--- src/rtl/fetch_sequencer.sv ---
// Instruction fetch / issue / data-access sequencer for a multicycle core.
// Walks FETCH -> ISSUE -> (MEM) -> FETCH, and parks in HALT until reset.
module fetch_sequencer #(
  parameter logic [31:0] PC_INIT = 32'h0000_0000
) (
  input  logic        CLK,
  input  logic        RST,
  input  logic        ihit,
  input  logic [31:0] imemload,
  output logic        iREN,
  output logic [31:0] imemaddr,
  output logic [31:0] instr,
  output logic        instr_valid,
  input  logic [1:0]  pcSrc,
  input  logic        halt,
  input  logic        memRead,
  input  logic        memWr,
  input  logic [31:0] extimm,
  input  logic [25:0] addr,
  input  logic [31:0] rs_data,
  input  logic        dhit,
  output logic        dREN,
  output logic        dWEN,
  output logic [31:0] pc,
  output logic [31:0] npc,
  output logic        halted,
  output logic [31:0] retired
);

  typedef enum logic [1:0] {S_FETCH, S_ISSUE, S_MEM, S_HALT} state_t;

  state_t      state_q;
  logic [31:0] pc_q, instr_q, retired_q, npc_lat_q;
  logic [31:0] next_pc_d;
  logic        rd_q, wr_q, iren_q, ivalid_q, halted_q;

  assign npc = pc_q + 32'd4;

  always_comb begin
    next_pc_d = npc;
    case (pcSrc)
      2'b01:   next_pc_d = rs_data;
      2'b10:   next_pc_d = {npc[31:28], addr, 2'b00};
      2'b11:   next_pc_d = npc + (extimm << 2);
      default: next_pc_d = npc;
    endcase
  end

  // rd_q/wr_q are only nonzero while in MEM, so they double as the data requests.
  always_ff @(posedge CLK) begin
    if (RST) begin
      state_q   <= S_FETCH;
      pc_q      <= PC_INIT;
      instr_q   <= '0;
      retired_q <= '0;
      npc_lat_q <= '0;
      rd_q      <= 1'b0;
      wr_q      <= 1'b0;
      iren_q    <= 1'b1;
      ivalid_q  <= 1'b0;
      halted_q  <= 1'b0;
    end else begin
      case (state_q)
        S_FETCH: begin
          if (ihit) begin
            instr_q  <= imemload;
            state_q  <= S_ISSUE;
            iren_q   <= 1'b0;
            ivalid_q <= 1'b1;
          end
        end
        S_ISSUE: begin
          ivalid_q <= 1'b0;
          if (halt) begin
            state_q  <= S_HALT;
            halted_q <= 1'b1;
          end else begin
            retired_q <= retired_q + 32'd1;
            if (memRead || memWr) begin
              npc_lat_q <= next_pc_d;
              rd_q      <= memRead;
              wr_q      <= memWr;
              state_q   <= S_MEM;
            end else begin
              pc_q    <= next_pc_d;
              state_q <= S_FETCH;
              iren_q  <= 1'b1;
            end
          end
        end
        S_MEM: begin
          if (dhit) begin
            pc_q    <= npc_lat_q;
            rd_q    <= 1'b0;
            wr_q    <= 1'b0;
            state_q <= S_FETCH;
            iren_q  <= 1'b1;
          end
        end
        S_HALT: begin
          state_q <= S_HALT;
        end
      endcase
    end
  end

  assign iREN        = iren_q;
  assign imemaddr    = pc_q;
  assign pc          = pc_q;
  assign instr       = instr_q;
  assign instr_valid = ivalid_q;
  assign halted      = halted_q;
  assign retired     = retired_q;
  assign dWEN        = wr_q;
  assign dREN        = rd_q & ~wr_q;

endmodule

--- config.mk ---
export PLATFORM = sky130hd
export DESIGN_NAME = fetch_sequencer
export DESIGN_NICKNAME = d
export VERILOG_FILES = /design/src/rtl/fetch_sequencer.sv
export SDC_FILE = /design/constraint.sdc
export NUM_CORES = 1
export LEC_CHECK = 0
export ABC_CLOCK_PERIOD_IN_PS = 9620
export CORE_MARGIN = 2
export CORE_UTILIZATION = 50
export DETAILED_ROUTE_END_ITERATION = 6
export MAX_ROUTING_LAYER = met4
export PLACE_DENSITY = 0.94
export SYNTH_ARGS = -nofsm -noshare
export SYNTH_HDL_FRONTEND = slang
export SYNTH_SLANG_ARGS = --single-unit
export TNS_END_PERCENT = 50
--- constraint.sdc ---
create_clock -name CLK -period 9.62 [get_ports CLK]
set_clock_uncertainty 0.05 [all_clocks]
set_input_delay 0.962 -clock CLK [delete_from_list [all_inputs] [get_ports CLK]]
set_output_delay 0.962 -clock CLK [all_outputs]
set_load 0.05 [all_outputs]
==> results of run 1 <==
==> layout make-up <==
class / count / area (um^2)
clock buffers: 17 / 425
clock inverters: 15 / 168
fillers: 1263 / 4760
inverters: 29 / 109
multi-input cells: 833 / 5230
flip-flops and latches: 135 / 2700
well taps: 220 / 275
repair buffers: 300 / 2980
==> kinds of logic after synthesis <==
logic type | Yosys count | synth area share (%)
AND/OR/NAND/NOR | 416 | 22.3
AO/OA/AOI/OAI | 265 | 19.1
flip-flops | 135 | 31.7
buffers and inverters | 127 | 7.12
XOR/XNOR | 79 | 8.11
adder cells (fa/ha/maj) | 37 | 5.52
multiplexers | 36 | 6.22
==> sequential cells by signal (all words and copies together), names as in the netlist <==
signal / cells
npc_lat_q: 32
halted: 1
instr: 32
iREN: 1
dWEN: 1
state_q: 2
instr_valid: 1
rd_q: 1
retired: 32
imemaddr: 32
==> per-layer routing <==
| layer | track usage, % | up-vias | part of all wire (%) | wire, um |
|---|---|---|---|---|
| met1 | 39.0 | 4146 | 39 | 11100 |
| li1 | - | 4257 | - | - |
| met5 | - | - | 0 | 0 |
| met4 | 12.4 | 0 | 3.0 | 854 |
| met2 | 49.8 | 555 | 47 | 13200 |
| met3 | 6.16 | 58 | 11 | 3090 |
==> synth_stat cells (all sizes together), types with 2 or more instances <==
library cell,n,share of area [%]
nand2,159,7.0
dfxtp,135,32
nor2,113,5.1
a21oi,109,6.4
clkbuf,56,2.5
o21ai,53,3.1
buf,42,3.4
xor2,41,4.2
xnor2,38,3.9
ha,36,5.3
nand3,35,2.1
nor3,32,1.9
inv,29,1.3
nand4,19,1.5
a211oi,17,1.5
mux2i,17,2.0
mux4,13,3.4
a21o,11,0.97
and3,11,0.81
o211ai,11,1.0
a31oi,9,0.66
nand2b,9,0.66
or3,9,0.66
nor2b,8,0.59
a22oi,7,0.62
o21a,7,0.62
and4,6,0.62
mux2,6,0.79
nor4,6,0.59
a31o,5,0.51
o21bai,5,0.44
o22ai,5,0.37
and2,4,0.29
a2111oi,3,0.31
a211o,3,0.31
a221oi,3,0.31
a221o,2,0.23
a311oi,2,0.21
o2111ai,2,0.21
o211a,2,0.23
o221ai,2,0.21
o311ai,2,0.29
o31a,2,0.21
or2,2,0.15
==> layout by cell type (no fill, tap or decap), types with 34 or more instances in the layout <==
cell	instances
sky130_fd_sc_hd__a21oi_1	108
sky130_fd_sc_hd__clkdlybuf4s50_1	291
sky130_fd_sc_hd__dfxtp_1	135
sky130_fd_sc_hd__ha_1	36
sky130_fd_sc_hd__nand2_1	159
sky130_fd_sc_hd__nand3_1	34
sky130_fd_sc_hd__nor2_1	111
sky130_fd_sc_hd__o21ai_0	50
sky130_fd_sc_hd__xnor2_1	38
sky130_fd_sc_hd__xor2_1	41
==> through the flow <==
| stage | cells | setup WS, ns |
|---|---|---|
| floorplan | 1095 | 4.50 |
| finish | 1549 | 4.96 |
| global route | 1549 | 4.71 |
| CTS | 1549 | 5.08 |
| global placement | 1517 | 5.15 |
| detailed placement | 1517 | 5.12 |
==> report_power, final <==
group | internal (mW) | total, mW | switching (mW)
registers | 0.611 | 0.677 | 0.0653
logic | 0.363 | 1.01 | 0.643
clock network | 0.388 | 0.648 | 0.260
total | 1.36 | 2.33 | 0.968
==> path summary, 6_finish.rpt <==
check / start / end / slack (ns) / cells after the start
max: imemaddr[6]$_SDFFE_PP0P_ / imemaddr[27]$_SDFFE_PP0P_ / 4.96 / 14
max reg2reg: imemaddr[6]$_SDFFE_PP0P_ / imemaddr[27]$_SDFFE_PP0P_ / 4.96 / 14
min: instr[24]$_SDFFE_PP0P_ / instr[24]$_SDFFE_PP0P_ / 0.40 / 2
min reg2reg: instr[24]$_SDFFE_PP0P_ / instr[24]$_SDFFE_PP0P_ / 0.40 / 2
==> worst max-delay path: cells and delay by family (launching register included) <==
family	cells	cell delay [ns]
flops	1	0.48
simple gates	6	1.67
compound gates	5	1.40
xor+xnor	2	0.55
fa+ha+maj	1	0.38
==> run summary, run 1 <==
result of the run: finished clean
half-perimeter wire length after placement: 20900 um
cell area reported after detailed placement: 11300 um^2
count of instances resized after the clock tree is built: 0
power density of the placed cells: 196 nW/um^2
total negative slack for setup checks: 0 ns
DR WL/cell: 18.3 um
CTS H-tree lvls: 4
Hold Fails Final Rpt: 0
number of antenna violations at the first check in global routing: 0
floorplan die area: 18100 um^2
hold-fix buffers at CTS: 0
synthesized flop and latch total: 135
total wirelength of the detailed-routed design: 28300 um
nets@finish: 1484
Initial Util: 51.2%
Util after Layout: 71.4%
share of cells above drive strength 1: 6.25%
number of vias in the routed layout: 9016
min-delay worst type: flop to flop
Clk Latency, worst-skew pair: 0.41 ns
drt initial violations: 706
slowest cell on the critical path: sky130_fd_sc_hd__nor3_1
routability congestion estimate from global placement: 0.961
DRC errors left: 0
FFs w/ async S/R, synth: 0%
design area: 11900 um^2
number of nets in the synthesized netlist: 1263
longest individual stage delay on the worst path: 0.62 ns
cells along the critical path: nand3_1, nand2b_1, nor3_1, xor2_1, ha_1, nand2_1, nor2_1, o2111ai_1, nand3_1, o22ai_1, o21ai_0, xor2_1, a221oi_1, o21ai_0
fraction of the yosys area taken by sequential cells: 31.7%
number of setup buffers added after CTS: 0
clock slew at the register clock pins of the worst setup and hold paths: 0.06 ns
TritonCTS clock tree: yes
RSZ-0062 raised after global routing: false
transition time of the tightest slew-check pin: 1.14 ns
predominant post-synthesis flop cell: sky130_fd_sc_hd__dfxtp_1
Min Clock Period, post-route: 4.66 ns
CP Data Arrival Time: 4.88 ns
maximum root-to-sink buffer count: 2
port bufs: 293
GR Overflow Total: 0
Max IR drop VDD: 0.113 mV
Overall Global Routing Usage: 31.2%
Num CTS Buffers: 17
count of max-cap constraint violations: 0
number of synthesized flops with an enable pin: 0
Final Total Pwr: 2.33 mW
Post-DRT Antenna Nets: 0
fraction of the cycle the final worst path needs: 48.5%
count of endpoints failing setup in the final report: 0
height of the die: 135 um
I/O pin total: 296
Synth Warn #: 0
standard-cell row count: 47
Antenna Cells: 0
data required time of the worst path: 9.84 ns
number of global-route vias before repair: 8450
width of the die: 135 um
area inside the core boundary: 16600 um^2
post-synthesis average cell area: 7.79 um^2
element type at the critical path end: flop
area growth from synthesis to layout: 39.4%
Achievable Freq: 0.214 GHz
Static Leak: 4.56 nW
synthesized instance count: 1095
clock tree root buffer cell: sky130_fd_sc_hd__clkbuf_16
global-route wire length before repair: 43700 um
critical path class: flop to flop
number of iterations in the first detailed-routing pass: 6
Synth Cell Area: 8530 um^2
crit path launch type: flop
vias per std cell: 5.82
Max transition margin: 23.8%
Clock Sink Count: 135
Crit Path Max Fanout: 7
pin count of the biggest net entering global routing: 65
number of pins exceeding their max-slew limit in the final report: 0
Final Hold Slack: 0.404 ns
count of different cell masters after synthesis: 62
No activity file was read; power rests on OpenSTA's default activity.
==> run 2: changes to the inputs <==
--- a/config.mk
+++ b/config.mk
@@ -5,12 +5,12 @@
 export SDC_FILE = /design/constraint.sdc
 export NUM_CORES = 1
 export LEC_CHECK = 0
-export ABC_CLOCK_PERIOD_IN_PS = 9620
+export ABC_CLOCK_PERIOD_IN_PS = 4330
 export CORE_MARGIN = 2
-export CORE_UTILIZATION = 50
+export CORE_UTILIZATION = 46
 export DETAILED_ROUTE_END_ITERATION = 6
 export MAX_ROUTING_LAYER = met4
-export PLACE_DENSITY = 0.94
+export PLACE_DENSITY = 0.88
 export SYNTH_ARGS = -nofsm -noshare
 export SYNTH_HDL_FRONTEND = slang
 export SYNTH_SLANG_ARGS = --single-unit
==> constraint.sdc (replaced) <==
create_clock -name CLK -period 4.33 [get_ports CLK]
set_clock_uncertainty 0.05 [all_clocks]
set_input_delay 0.433 -clock CLK [delete_from_list [all_inputs] [get_ports CLK]]
set_output_delay 0.433 -clock CLK [all_outputs]
set_load 0.05 [all_outputs]
==> run 2 against run 1 <==
Net effect: sequential share of layout area fell by 0.52 points; first-iteration DRC count decreased by 8.2%; highest routed layer unchanged; clock-buffer cell count unchanged; the flow now finishes with violations (design-rule violations); power rose by 120%; largest cell class unchanged; sequential power rose by 120%; critical endpoint is now npc_lat_q[31]$_SDFFE_PP0P_; cell count rose by 1.9%; wire length grew 1.8%; global-route usage is 2.0 points lower; core utilization down 3.7 points; design area up 3.0%; setup slack lost 4.8 ns; fmax is 12% higher.
==> run summary, run 2 (synthesized netlist as in run 1, its figures left out) <==
cells along the critical path: nand4_2, or4_4, nor2_1, nand3_1, xnor2_4, ha_1, a21o_1, a21oi_1, nor2b_1, o211a_1, nor3_1, a21oi_1, a21boi_1, nor4_1, nor2_1
FF-to-FF End: npc_lat_q[31]$_SDFFE_PP0P_
element type at the critical path end: flop
number of antenna violations at the first check in global routing: 0 (unchanged)
Post-DRT Antenna Nets: 0 (unchanged)
worst reg2reg startpoint: imemaddr[14]$_SDFFE_PP0P_
Antenna Cells: 0 (unchanged)
buffer and inverter count on the worst path: 0 (unchanged)
Achievable Freq: 0.240 GHz (+12%)
half-perimeter wire length after placement: 21800 um (+4.0%)
Comb pwr share: 44.7% (+1.5 points)
total wirelength of the detailed-routed design: 28800 um (+1.8%)
Min Clock Period, post-route: 4.17 ns (-0.494 ns)
TritonCTS clock tree: yes
count of max-cap constraint violations: 0 (unchanged)
Post-Place Cells: 1546 (+1.9%)
fraction of the cycle the final worst path needs: 96.3% (+48 points)
port bufs: 293 (unchanged)
I/O pin total: 296 (unchanged)
gate family responsible for the most delay along the worst path: simple AND/OR/NAND/NOR gates
slowest cell on the critical path: sky130_fd_sc_hd__or4_4
Initial Util: 47.1% (-4.1 points)
RSZ-0062 raised after global routing: false
CP Data Arrival Time: 4.41 ns (-0.47 ns)
Overall Global Routing Usage: 29.2% (-2.0 points)
Hold Crit Depth: 2 (unchanged)
Final Total Pwr: 5.23 mW (+120%)
nets@finish: 1504 (+1.3%)
clock slew at the register clock pins of the worst setup and hold paths: 0.06 ns (about the same)
flop-to-flop setup slack: 0.16 ns (-4.80 ns)
data required time of the worst path: 4.57 ns (-5.27 ns)
Max transition margin: 19.3% (-4.4 points)
Hold Fails Final Rpt: 0 (unchanged)
Max IR drop VDD: 0.260 mV (+130%)
most common library cell in the layout ignoring fill and taps: sky130_fd_sc_hd__clkdlybuf4s50_1
Non-Filler Instances: 1578 (+1.9%)
Util after Layout: 67.7% (-3.7 points)
drt initial violations: 648 (-8.2%)
Clock power frac: 27.0% (-0.8 points)
number of global-route vias before repair: 8389 (-0.72%)
Static Leak: 4.76 nW (+4.4%)
number of iterations in the first detailed-routing pass: 7 (+1)
number of cells on the worst reg-to-reg path: 15 (+1)
Clock Sink Count: 135 (unchanged)
failing checks: design-rule violations
area inside the core boundary: 18100 um^2 (+8.7%)
leading cell types in the layout, fill and taps excluded: sky130_fd_sc_hd__clkdlybuf4s50_1, sky130_fd_sc_hd__nand2_1, sky130_fd_sc_hd__dfxtp_1
cell area reported after detailed placement: 11700 um^2 (+3.2%)
Power Internal: 3.07 mW (+130%)
power density of the placed cells: 427 nW/um^2 (+120%)
Num CTS Buffers: 17 (unchanged)
height of the die: 140 um (+4.1%)
transition time of the tightest slew-check pin: 1.21 ns (+0.0650 ns)
min-delay worst type: flop to flop
sequential cell fraction of total power: 28.3% (-0.7 points)
area growth from synthesis to layout: 43.6%
share of cells above drive strength 1: 9.71% (+3.5 points)
longest individual stage delay on the worst path: 0.55 ns (-0.07 ns)
design area: 12200 um^2 (+3.0%)
standard-cell row count: 49 (+4.3%)
vias per std cell: 5.69 (-2.3%)
number of vias in the routed layout: 8972 (-0.49%)
number of pins exceeding their max-slew limit in the final report: 0 (unchanged)
pin count of the biggest net entering global routing: 62 (-4.6%)
proportion of total power due to net switching: 41.3% (-0.25 points)
hold-fix buffers at CTS: 0 (unchanged)
clock tree root buffer cell: sky130_fd_sc_hd__clkbuf_16
DRC errors left: 23 (+23)
total negative slack for setup checks: 0 ns (unchanged)
hold endpoint: instr[13]$_SDFFE_PP0P_
GR Overflow Total: 0 (unchanged)
fillcell total: 1438 (+14%)
count of endpoints failing setup in the final report: 0 (unchanged)
NetSw: 2.16 mW (+120%)
routability congestion estimate from global placement: 0.959 (-0.21%)
crit path launch type: flop
width of the die: 140 um (+4.1%)
result of the run: complete, but fails checks
CTS H-tree lvls: 4 (unchanged)
maximum root-to-sink buffer count: 2 (unchanged)
global-route wire length before repair: 44600 um (+2.1%)
Worst Hold Launch: instr[13]$_SDFFE_PP0P_
Crit Path Max Fanout: 7 (unchanged)
critical path class: flop to flop
Clk Latency, worst-skew pair: 0.41 ns (about the same)
floorplan die area: 19600 um^2 (+8.4%)
DR WL/cell: 18.2 um (about the same)
==> run 2: per-layer routing <==
| metal | global-route usage, % | part of all wire (%) | up-vias |
|---|---|---|---|
| met5 | - | 0 | - |
| met4 | 6.80 | 1.4 | 0 |
| met3 | 5.61 | 9.5 | 37 |
| met2 | 47.5 | 47 | 491 |
| met1 | 37.7 | 42 | 4139 |
| li1 | - | - | 4305 |
==> run 2: timing repair <==
item,in CTS,in global routing
hold endpoints to repair,0,0
resized for setup,0,3
buffers inserted,0,0
setup endpoints to repair,0,5
==> run 2: worst max-delay path by stage <==
stage	startpoint	end	slack, ns	cells after the start
final	imemaddr[14]$_SDFFE_PP0P_	npc_lat_q[31]$_SDFFE_PP0P_	0.16	15
after global routing	imemaddr[4]$_SDFFE_PP0P_	imemaddr[28]$_SDFFE_PP0P_	0.02	14
after CTS	imemaddr[2]$_SDFFE_PP0P_	imemaddr[27]$_SDFFE_PP0P_	0.19	15
after detailed placement	imemaddr[2]$_SDFFE_PP0P_	imemaddr[27]$_SDFFE_PP0P_	0.22	15
after global placement	imemaddr[14]$_SDFFE_PP0P_	npc_lat_q[31]$_SDFFE_PP0P_	0.30	13
after floorplan	imemaddr[8]$_SDFFE_PP0P_	npc_lat_q[25]$_SDFFE_PP0P_	0.007	17
==> run 2: power by group through the flow <==
stage          Clock, mW  Combinational [mW]  Sequential, mW
4_1_cts             1.43                2.32            1.48
5_1_grt             1.49                2.47            1.49
6_report            1.41                2.34            1.48
3_5_place_dp           0                2.30            1.50
3_3_place_gp           0                2.28            1.50
2_1_floorplan          0                1.29            1.79
==> run 2: stage by stage <==
stage          setup slack (ns)  hold WS [ns]
6_report                  0.161         0.402
3_5_place_dp              0.222         0.396
5_1_grt                  0.0238         0.418
2_1_floorplan           0.00724         0.386
4_1_cts                   0.187         0.405
3_3_place_gp              0.296         0.391
==> run 2: worst reg2reg max path: cells and delay by family, from the launching register on <==
family                   cells  cell delay (ns)
flip-flops                   1             0.45
AND/OR/NAND/NOR              8             2.04
XOR/XNOR                     1             0.25
AO/OA/AOI/OAI                5             0.94
adder cells (fa/ha/maj)      1             0.33
==> run 2: area by class of cell <==
cell class                 instances  area (um^2)  share of cell area (%)
multi-input combinational        833         5420                    44.3
timing repair buffer             320         3130                    25.5
sequential                       135         2720                    22.2
clock buffer                      17          425                    3.47
tap                              229          287                    2.34
clock inverter                    15          151                    1.24
inverter                          29          109                   0.889
==> run 3: changes to the inputs <==
--- a/config.mk
+++ b/config.mk
@@ -5,12 +5,13 @@
 export SDC_FILE = /design/constraint.sdc
 export NUM_CORES = 1
 export LEC_CHECK = 0
-export ABC_CLOCK_PERIOD_IN_PS = 4330
+export ABC_CLOCK_PERIOD_IN_PS = 4600
 export CORE_MARGIN = 2
 export CORE_UTILIZATION = 46
 export DETAILED_ROUTE_END_ITERATION = 6
 export MAX_ROUTING_LAYER = met4
 export PLACE_DENSITY = 0.88
+export SLEW_MARGIN = 20
 export SYNTH_ARGS = -nofsm -noshare
 export SYNTH_HDL_FRONTEND = slang
 export SYNTH_SLANG_ARGS = --single-unit
==> constraint.sdc (replaced) <==
create_clock -name CLK -period 4.6 [get_ports CLK]
set_clock_uncertainty 0.05 [all_clocks]
set_input_delay 0.46 -clock CLK [delete_from_list [all_inputs] [get_ports CLK]]
set_output_delay 0.46 -clock CLK [all_outputs]
set_load 0.05 [all_outputs]
==> run 3 against run 2 <==
Net effect: the run still ends with design-rule violations left; cell count down 0.13%; sequential cell count is the same; design area fell by 0.66%; setup slack better by 0.017 ns; fmax shrank 5.7%; power fell by 4.0%; critical path depth is the same; hold slack hardly changed; die area stayed put; sequential share of layout area about the same; largest cell class unchanged.
==> run summary, run 3 (synthesized netlist as in run 1, its figures left out) <==
floorplan die area: 19600 um^2 (unchanged)
nets@finish: 1502 (-0.13%)
drt initial violations: 670 (+3.4%)
Clk Latency, worst-skew pair: 0.41 ns (about the same)
CP Data Arrival Time: 4.64 ns (+0.23 ns)
Hold Crit Depth: 2 (unchanged)
DR WL met2: 13200 um (-2.7%)
transition time of the tightest slew-check pin: 1.12 ns (-0.0837 ns)
critical path class: flop to flop
hold-fix buffers at CTS: 0 (unchanged)
fillcell total: 1459 (+1.5%)
gate family responsible for the most delay along the worst path: compound AO/OA/AOI/OAI gates
count of endpoints failing setup in the final report: 0 (unchanged)
NetSw: 2.00 mW (-7.3%)
port bufs: 293 (unchanged)
design area: 12200 um^2 (-0.66%)
failing checks: design-rule violations
clock tree root buffer cell: sky130_fd_sc_hd__clkbuf_16
DR WL/cell: 18.1 um (-0.94%)
Overall Global Routing Usage: 29.0% (-0.18 points)
Static Leak: 4.73 nW (-0.71%)
Hold Fails Final Rpt: 0 (unchanged)
number of iterations in the first detailed-routing pass: 7 (unchanged)
routability congestion estimate from global placement: 0.956 (-0.29%)
Min Clock Period, post-route: 4.42 ns (+0.253 ns)
TritonCTS clock tree: yes
Power Internal: 3.02 mW (-1.6%)
Worst Hold Launch: instr[7]$_SDFFE_PP0P_
Max IR drop VDD: 0.270 mV (+3.8%)
leading cell types in the layout, fill and taps excluded: sky130_fd_sc_hd__clkdlybuf4s50_1, sky130_fd_sc_hd__nand2_1, sky130_fd_sc_hd__dfxtp_1
Clock power frac: 29.2% (+2.2 points)
number of antenna violations at the first check in global routing: 0 (unchanged)
count of instances resized after the clock tree is built: 0 (unchanged)
Met3 Wirelength: 2640 um (-3.7%)
CTS H-tree lvls: 4 (unchanged)
Antenna Cells: 0 (unchanged)
area inside the core boundary: 18100 um^2 (unchanged)
element type at the critical path end: flop
Achievable Freq: 0.226 GHz (-5.7%)
global-route wire length before repair: 44400 um (-0.31%)
post-route setup slack: 0.178 ns (+0.0172 ns)
maximum root-to-sink buffer count: 2 (unchanged)
crit path launch type: flop
total wirelength of the detailed-routed design: 28500 um (-1.1%)
cell area reported after detailed placement: 11500 um^2 (-1.2%)
RSZ-0062 raised after global routing: false
count of max-cap constraint violations: 0 (unchanged)
FF-to-FF End: imemaddr[27]$_SDFFE_PP0P_
Initial Util: 47.1% (unchanged)
met1 routed wirelength after detailed routing: 12000 um (about the same)
GR Overflow Total: 0 (unchanged)
vias per std cell: 5.69 (about the same)
longest individual stage delay on the worst path: 0.53 ns (-0.02 ns)
flop-to-flop setup slack: 0.18 ns (+0.02 ns)
most common library cell in the layout ignoring fill and taps: sky130_fd_sc_hd__clkdlybuf4s50_1
slowest cell on the critical path: sky130_fd_sc_hd__a221oi_1
share of cells above drive strength 1: 8.17% (-1.5 points)
proportion of total power due to net switching: 39.8% (-1.5 points)
I/O pin total: 296 (unchanged)
Comb pwr share: 43.3% (-1.4 points)
cells along the critical path: ha_1, nand3_2, or2_2, nor2_1, xor2_2, ha_1, a21oi_1, o211ai_1, a21oi_1, nand3_1, o22ai_1, o21ai_0, xor2_1, a221oi_1, o21ai_0
height of the die: 140 um (unchanged)
number of vias in the routed layout: 8966 (-0.067%)
buffer and inverter count on the worst path: 0 (unchanged)
Num CTS Buffers: 17 (unchanged)
sequential cell fraction of total power: 27.5% (-0.8 points)
number of cells on the worst reg-to-reg path: 15 (unchanged)
data required time of the worst path: 4.82 ns (+0.25 ns)
min-delay worst type: flop to flop
worst reg2reg startpoint: imemaddr[2]$_SDFFE_PP0P_
number of setup buffers added after CTS: 0 (unchanged)
Crit Path Max Fanout: 8 (+1)
number of pins exceeding their max-slew limit in the final report: 0 (unchanged)
clock slew at the register clock pins of the worst setup and hold paths: 0.06 ns (about the same)
Clock Sink Count: 135 (unchanged)
DRC errors left: 28 (+22%)
Post-DRT Antenna Nets: 0 (unchanged)
number of global-route vias before repair: 8329 (-0.72%)
minimum setup slack after placement: 0.384 ns (+0.162 ns)
Highest Signal Layer: met4
width of the die: 140 um (unchanged)
Max transition margin: 25.0% (+5.7 points)
fraction of the cycle the final worst path needs: 96.1% (-0.16 points)
power density of the placed cells: 413 nW/um^2 (-3.3%)
hold endpoint: instr[7]$_SDFFE_PP0P_
standard-cell row count: 49 (unchanged)
area growth from synthesis to layout: 42.6%
pin count of the biggest net entering global routing: 80 (+29%)
half-perimeter wire length after placement: 21200 um (-2.6%)
result of the run: complete, but fails checks
-- run 3: cell count changes in the layout (fill, tap and decap cells not counted), moves of 3 or more --
cell,previous run,this run
sky130_fd_sc_hd__xnor2_1,28,33
sky130_fd_sc_hd__clkbuf_8,0,3
sky130_fd_sc_hd__dfxtp_2,8,0
sky130_fd_sc_hd__xnor2_4,4,1
sky130_fd_sc_hd__dfxtp_1,125,135
sky130_fd_sc_hd__inv_6,3,0
sky130_fd_sc_hd__xor2_1,34,37
-- run 3: layout make-up --
| type | count | area [um^2] | share of cell area (%) |
|---|---|---|---|
| inverter | 29 | 109 | 0.895 |
| tap | 229 | 287 | 2.36 |
| multi-input combinational | 833 | 5310 | 43.7 |
| timing repair buffer | 318 | 3110 | 25.6 |
| clock inverter | 11 | 171 | 1.41 |
| clock buffer | 21 | 470 | 3.87 |
| sequential | 135 | 2700 | 22.2 |
-- run 3: power by group through the flow --
stage	combinational (mW)	clock, mW	sequential (mW)
floorplan	1.21	0	1.67
global placement	2.13	0	1.40
detailed placement	2.14	0	1.40
CTS	2.16	1.48	1.38
global route	2.30	1.53	1.39
finish	2.17	1.47	1.38
-- run 3: worst reg2reg max path, stage by stage, from the launching register on --
cell and delay (ns):
sky130_fd_sc_hd__dfxtp_1 0.45, sky130_fd_sc_hd__ha_1 0.25, sky130_fd_sc_hd__nand3_2 0.14, sky130_fd_sc_hd__or2_2 0.40, sky130_fd_sc_hd__nor2_1 0.20, sky130_fd_sc_hd__xor2_2 0.27
sky130_fd_sc_hd__ha_1 0.37, sky130_fd_sc_hd__a21oi_1 0.27, sky130_fd_sc_hd__o211ai_1 0.13, sky130_fd_sc_hd__a21oi_1 0.16, sky130_fd_sc_hd__nand3_1 0.16, sky130_fd_sc_hd__o22ai_1 0.42
sky130_fd_sc_hd__o21ai_0 0.17, sky130_fd_sc_hd__xor2_1 0.16, sky130_fd_sc_hd__a221oi_1 0.53, sky130_fd_sc_hd__o21ai_0 0.16
-- run 3: per-layer routing --
metal	vias to the layer above	track usage [%]
met5	-	-
met4	0	8.08
met3	49	5.40
met2	489	46.0
met1	4147	38.0
li1	4281	-
-- run 3: worst max path at each step --
stage                        startpoint                    endpoint  slack, ns  cells past startpoint
2_1_floorplan  imemaddr[2]$_SDFFE_PP0P_  npc_lat_q[25]$_SDFFE_PP0P_      -0.07                     13
3_3_place_gp   imemaddr[2]$_SDFFE_PP0P_   imemaddr[27]$_SDFFE_PP0P_       0.41                     15
3_5_place_dp   imemaddr[2]$_SDFFE_PP0P_   imemaddr[27]$_SDFFE_PP0P_       0.38                     15
4_1_cts        imemaddr[2]$_SDFFE_PP0P_   imemaddr[27]$_SDFFE_PP0P_       0.34                     15
5_1_grt        imemaddr[7]$_SDFFE_PP0P_   imemaddr[16]$_SDFFE_PP0P_       0.02                     14
6_report       imemaddr[2]$_SDFFE_PP0P_   imemaddr[27]$_SDFFE_PP0P_       0.18                     15
-- run 3: per-stage QoR --
step | hold WS, ns | setup TNS (ns) | std cells | power, mW | utilization, %
after global routing | 0.425 | 0 | 1576 | 5.23 | 67.3
after global placement | 0.392 | 0 | 1544 | 3.52 | 63.7
after detailed placement | 0.396 | 0 | 1544 | 3.54 | 63.7
after floorplan | 0.386 | -0.0947 | 1095 | 2.88 | -
after CTS | 0.405 | 0 | 1576 | 5.02 | 67.2
final | 0.402 | 0 | 1576 | 5.02 | 67.3
